$ cat config.mk
export PLATFORM = sky130hd
export DESIGN_NAME = qgate_1q_pipelined
export DESIGN_NICKNAME = d
export VERILOG_FILES = /design/src/rtl/qgate_1q_pipelined.sv
export SDC_FILE = /design/constraint.sdc
export NUM_CORES = 1
export LEC_CHECK = 0
export ABC_AREA = 1
export CAP_MARGIN = 20
export CORE_ASPECT_RATIO = 2
export CORE_UTILIZATION = 45
export CTS_BUF_LIST = sky130_fd_sc_hd__clkbuf_8 sky130_fd_sc_hd__clkbuf_16
export CTS_CLUSTER_SIZE = 16
export DETAILED_ROUTE_END_ITERATION = 7
export HOLD_SLACK_MARGIN = 0.15
export MAX_ROUTING_LAYER = met4
export PLACE_DENSITY = 0.59
export SKIP_CTS_REPAIR_TIMING = 1
export SLEW_MARGIN = 25
export SYNTH_ARGS = -nofsm -noshare
export SYNTH_HDL_FRONTEND = slang
export SYNTH_SLANG_ARGS = --single-unit
$ cat constraint.sdc
create_clock -name clk -period 3.39 [get_ports clk]
set_input_delay 0.678 -clock clk [delete_from_list [all_inputs] [get_ports clk]]
set_output_delay 0.678 -clock clk [all_outputs]
set_load 0.005 [all_outputs]
$ cat src/rtl/qgate_1q_pipelined.sv
// qgate_1q_pipelined: three-stage single-qubit gate (route/add, scale, round/saturate)
// applying I/X/Y/Z/H/S/T/Tdg to a fixed-point amplitude pair with valid/ready flow control.
module qgate_1q_pipelined #(
    parameter int W    = 8,
    parameter int FRAC = 4
) (
    input  logic         clk,
    input  logic         rst_n,
    input  logic         in_valid,
    output logic         in_ready,
    input  logic [2:0]   op,
    input  logic [W-1:0] alpha_r,
    input  logic [W-1:0] alpha_i,
    input  logic [W-1:0] beta_r,
    input  logic [W-1:0] beta_i,
    output logic         out_valid,
    input  logic         out_ready,
    output logic [W-1:0] new_alpha_r,
    output logic [W-1:0] new_alpha_i,
    output logic [W-1:0] new_beta_r,
    output logic [W-1:0] new_beta_i,
    output logic         out_sat,
    output logic         sat_sticky,
    input  logic         sat_clear
);
    // round(2^f/sqrt2) == round(sqrt(2^(2f-1))), found as the largest c with (2c-1)^2 <= 4x
    function automatic int round_inv_sqrt2(input int f);
        longint x4;
        int c;
        x4 = longint'(1) << (2 * f + 1);
        c = 0;
        while (longint'(2 * c + 1) * longint'(2 * c + 1) <= x4) c++;
        return c;
    endfunction

    localparam int C = round_inv_sqrt2(FRAC);
    localparam int P = 2 * W + 1;
    localparam logic signed [P-1:0] CW   = P'(C);
    localparam logic signed [P-1:0] HALF = P'(1 << (FRAC - 1));
    localparam logic signed [P-1:0] MAXV = P'((1 << (W - 1)) - 1);
    localparam logic signed [P-1:0] MINV = P'(-(1 << (W - 1)));

    function automatic logic signed [P-1:0] scale(input logic signed [W:0] s, input logic k);
        logic signed [P-1:0] sx;
        sx = {{W{s[W]}}, s};
        return k ? sx * CW : sx <<< FRAC;
    endfunction

    // returns {clamped, value}
    function automatic logic [W:0] rnd_sat(input logic signed [P-1:0] p);
        logic signed [P-1:0] q;
        q = (p + HALF) >>> FRAC;
        return q > MAXV ? {1'b1, MAXV[W-1:0]} : q < MINV ? {1'b1, MINV[W-1:0]} : {1'b0, q[W-1:0]};
    endfunction

    logic signed [W:0] ar, ai, br, bi, s_ar, s_ai, s_br, s_bi;
    logic signed [W:0] s1_ar, s1_ai, s1_br, s1_bi;
    logic signed [P-1:0] p_ar, p_ai, p_br, p_bi;
    logic [W:0] q_ar, q_ai, q_br, q_bi;
    logic scl_a, scl_b, s1_sa, s1_sb, v1, v2;

    assign ar = {alpha_r[W-1], alpha_r};
    assign ai = {alpha_i[W-1], alpha_i};
    assign br = {beta_r[W-1], beta_r};
    assign bi = {beta_i[W-1], beta_i};
    assign scl_a = op == 3'd4;
    assign scl_b = op == 3'd4 || op[2:1] == 2'b11;
    assign in_ready = !(out_valid && !out_ready);

    always_comb begin
        {s_ar, s_ai, s_br, s_bi} = {ar, ai, br, bi};
        case (op)
            3'd1: {s_ar, s_ai, s_br, s_bi} = {br, bi, ar, ai};
            3'd2: {s_ar, s_ai, s_br, s_bi} = {bi, -br, -ai, ar};
            3'd3: {s_br, s_bi} = {-br, -bi};
            3'd4: {s_ar, s_ai, s_br, s_bi} = {ar + br, ai + bi, ar - br, ai - bi};
            3'd5: {s_br, s_bi} = {-bi, br};
            3'd6: {s_br, s_bi} = {br - bi, br + bi};
            3'd7: {s_br, s_bi} = {br + bi, bi - br};
            default: ;
        endcase
    end

    assign q_ar = rnd_sat(p_ar);
    assign q_ai = rnd_sat(p_ai);
    assign q_br = rnd_sat(p_br);
    assign q_bi = rnd_sat(p_bi);

    // a single enable freezes every stage while the output is held
    always_ff @(posedge clk or negedge rst_n) begin
        if (!rst_n) begin
            {v1, v2, out_valid, s1_sa, s1_sb, out_sat} <= '0;
            {s1_ar, s1_ai, s1_br, s1_bi} <= '0;
            {p_ar, p_ai, p_br, p_bi} <= '0;
            {new_alpha_r, new_alpha_i, new_beta_r, new_beta_i} <= '0;
        end else if (in_ready) begin
            v1 <= in_valid;
            v2 <= v1;
            out_valid <= v2;
            if (in_valid)
                {s1_ar, s1_ai, s1_br, s1_bi, s1_sa, s1_sb} <= {s_ar, s_ai, s_br, s_bi, scl_a, scl_b};
            if (v1) begin
                p_ar <= scale(s1_ar, s1_sa);
                p_ai <= scale(s1_ai, s1_sa);
                p_br <= scale(s1_br, s1_sb);
                p_bi <= scale(s1_bi, s1_sb);
            end
            if (v2) begin
                {new_alpha_r, new_alpha_i, new_beta_r, new_beta_i} <= {q_ar[W-1:0], q_ai[W-1:0], q_br[W-1:0], q_bi[W-1:0]};
                out_sat <= q_ar[W] | q_ai[W] | q_br[W] | q_bi[W];
            end
        end
    end

    always_ff @(posedge clk or negedge rst_n) begin
        if (!rst_n)
            sat_sticky <= 1'b0;
        else if (sat_clear)
            sat_sticky <= 1'b0;
        else if (out_valid && out_ready && out_sat)
            sat_sticky <= 1'b1;
    end
endmodule

==> summary.md, run 1 <==
- 0 — # Max-Cap Violations
- 440 ps — register-to-register setup slack
- no — setup repair after global routing missed its margin
- 6.70 µm² — mean instance size in the synthesized netlist
- 0.0288 mm² — total core area
- dfrtp_1 — prevailing post-synth register cell
- 13,800 — DR vias
- 764 mW/mm² — ratio of total power to cell area
- 39,200 µm — total half-perimeter wirelength after legalization and detailed placement
- 48.7% — net switching fraction of the power
- 245 µm — height of the chip
- met4 — highest routing layer actually used
- 5.54 — Vias/cell
- 6090 µW — internal portion of total power
- s1_bi[4]$_DFFE_PN0P_ — RR Startpoint
- 257 ps — Final Hold Slack
- 0.418 mV — maximum resistive drop on vdd
- 22.1% — sequential cell fraction of total power
- dfrtp_1, ha_1, nand2_1 — Synth area leaders
- 1,977 — synthesized netlist cell count
- 10.1 ps — Worst Skew
- 75 — number of buffers inserted by port buffering
- 0 — Fin. Hold Viols
- 13,600 — via count of the first global-routing pass
- 100% — ys async rst share
- in2async — worst min-delay path class
- 11,900 µW — final total power
- 595 — detailed router's first-iteration violation count
- nand2_1, inv_1, nand3_1, nor2_1, a21oi_1 — most numerous cell types in the synthesized netlist
- 339 MHz — highest clock rate
- 14 — Worst R2R Path Depth
- 249 ps — Worst Setup Slack post-DPL
- 1 — antenna violations before repair
- 0 — number of synthesized flops with an enable pin
- p_bi[9]$_DFFE_PN0P_ — capture instance of the worst register-to-register path
- 1.13 — Final Wtd Congestion
- 0 — drc violations
- 17 — CTS buffer count
- 500 ps — Crit path largest cell delay
- 5 — DRT Pass-1 Iters
- 5780 µW — Net Sw Power
- 76 — total I/O pin count
- 123 µm — Die W
- 767 ps — transition time of the tightest slew-check pin
- 48,100 µm — detailed-route wire length
- 53.9% — Post-Route Utilization
- 2150 µm — WL met3
- 119 — number of clock sinks
- 48.8% — max_slew headroom
- 45.9% — effective utilization at floorplan
- 88 — Placement Rows
- 34.2% — global-route total usage across every layer
- 2,319 — fin nets
- 15.0% — clock share of power
- 5 — crit-path max FO
- 0 — leftover overflow at the end of global routing
- 0 ps — Final TNS setup
- 3690 ps — Worst Path Required
- flip-flop — category of the worst setup path capture point
- 62.9% — portion of total power attributed to combinational logic
- 4 — number of H-tree branching levels
- 16,300 µm — routed metal-1 wirelength
- 0.0302 mm² — Die ar.
- 49 — maximum number of pins on one net before global-route repair
- 22.5% — sequential-to-total area share from yosys stat
- completed — outcome
- 441 ps — setup ws final
- flip-flop — startpoint type of the worst setup path
- 48 — Yosys cell types
- 87.0% — Final Cycle Share
- 74,100 µm — first-pass GRT wire length
- 2,187 — Post-Synthesis Net Count
- clkbuf_16 — root cell of the clock tree
- ha_1 > inv_1 > fa_1 > inv_1 > ha_1 > nand2_1 > o21ai_0 > nor2_1 > nor2_1 > nor2_1 > nand2_1 > nand2_1 > o21ai_0 > o21ai_0 — ordered list of cells on the worst path
- 19.4 µm — wire length per cell after detailed routing
- 0.0132 mm² — Syn Std Cell Area
- 8.86% — share of cells above drive strength 1
- 3250 ps — CP Data Arrival Time
- 2 — buffer levels on the longest clock path
- yes — CTS tree
- 119 — number of flip-flops and latches in the synthesized netlist
- 0.00776 µW — leakage power
- dfrtp_1 — cell taking the most area after synthesis
- 430 ps — clk_lat worst skew
- 0 — Final Slew Violations
- nand2_1 — count leader, synth
- dfrtp_1 — cell with the largest stage delay on the worst path
- reg2reg — crit path kind
- 22.5% — fraction of synthesized cell area taken by the top area cell type
- 60 ps — clock transition time at the flip-flop clock pins of the worst setup and hold paths
- 0 — warnings from Yosys
- 2950 ps — shortest clock period the worst path allows after layout
- 17.3% — area growth from synthesis to final layout
- 0 — final setup violation count
- 0 — number of nets with antenna violations after detailed routing
- 24,700 µm — met2 WL
-- area by class of cell --
class / instances / area (µm²)
clock inverter: 13 / 133
multi-input combinational: 1517 / 8950
inverter: 286 / 1070
fill: 3003 / 13300
antenna: 1 / 2.50
sequential: 119 / 2980
tap: 360 / 450
timing repair buffer: 168 / 1500
clock buffer: 19 / 453
-- power by group through the flow --
| stage | registers, µW | logic, µW | clock network (µW) |
|---|---|---|---|
| after floorplan | 2480 | 5470 | 0 |
| after global placement | 2620 | 7290 | 0 |
| after detailed placement | 2640 | 7430 | 0 |
| after CTS | 2630 | 7480 | 1810 |
| after global routing | 2720 | 8610 | 1880 |
| final | 2620 | 7470 | 1780 |
-- how the worst max path moves through the flow --
stage	start	endpoint	slack, ps	cells past startpoint
floorplan	s1_ai[3]$_DFFE_PN0P_	p_ai[9]$_DFFE_PN0P_	860	13
detailed placement	beta_r[0]	s1_bi[8]$_DFFE_PN0P_	250	14
global route	s1_bi[4]$_DFFE_PN0P_	p_bi[9]$_DFFE_PN0P_	210	14
finish	s1_bi[4]$_DFFE_PN0P_	p_bi[9]$_DFFE_PN0P_	440	14
CTS	s1_bi[4]$_DFFE_PN0P_	p_bi[9]$_DFFE_PN0P_	450	14
global placement	beta_r[0]	s1_br[8]$_DFFE_PN0P_	260	14
-- cell usage in the layout, fill, tap and decap left out, types with 6 or more instances in the layout --
cell type,synthesis,layout
buf_4,3,90
ha_1,139,139
inv_2,7,7
nand3b_1,17,17
o21bai_1,6,6
or2_2,26,26
o221ai_1,9,9
inv_1,277,279
nor2_2,4,6
nand2_2,7,7
xnor2_1,14,14
fa_1,31,31
xor2_1,33,33
nand2_1,461,461
o21a_1,9,9
nor2_1,168,166
nor3_1,15,15
clkdlybuf4s50_1,0,74
dfrtp_1,119,119
nand3_1,173,173
o22ai_1,16,16
clkbuf_16,0,17
o21ai_0,127,127
nand4_1,34,34
o211ai_1,8,8
a31oi_1,8,8
a21oi_1,164,164
-- layer usage --
layer,track usage (%),vias to the layer above
met5,-,-
met4,30.3,0
met3,5.27,162
met2,59.4,407
met1,31.5,6417
li1,-,6769
-- critical path: cells and delay by family, from the launching register on --
| family | cells | cell delay, ps |
|---|---|---|
| AND/OR/NAND/NOR | 6 | 490 |
| AO/OA/AOI/OAI | 3 | 550 |
| flip-flops | 1 | 500 |
| adder cells (fa/ha/maj) | 3 | 1170 |
| buffers and inverters | 2 | 90 |
-- cell families after synthesis --
kind of cell | synth area share, %
AOI/OAI and AO/OA | 16.3
and+or+nand+nor | 30.3
adders and majority gates | 17.8
DFF | 22.5
buffers and inverters | 9.97
xor gates and xnor gates | 3.11
-- flip-flops by register name, indices dropped and copies added, names as in the netlist, 8 cells and up --
signal and flops:
new_alpha_i 8, new_alpha_r 8, new_beta_i 8, new_beta_r 8, p_ai 11, p_ar 11
p_bi 11, p_br 11, s1_ai 9, s1_ar 9, s1_bi 9, s1_br 9
-- through the flow --
stage,area (µm²),cells
3_3_place_gp,14900,2450
4_1_cts,15500,2482
6_report,15500,2483
2_1_floorplan,13200,1977
5_1_grt,15500,2483
3_5_place_dp,14900,2450
No activity file was read; power rests on OpenSTA's default activity.
==> run 2: changes to the inputs <==
CAP_MARGIN = not set   (was 20)
TNS_END_PERCENT = 5   (was not set)
==> results of run 2 <==
No change in the layout: final DEF, timing and power equal those of run 1.
==> run 3: changes to the inputs <==
CAP_MARGIN = 30   (was not set)
==> results of run 3 <==
No change in the layout: final DEF, timing and power equal those of run 1.
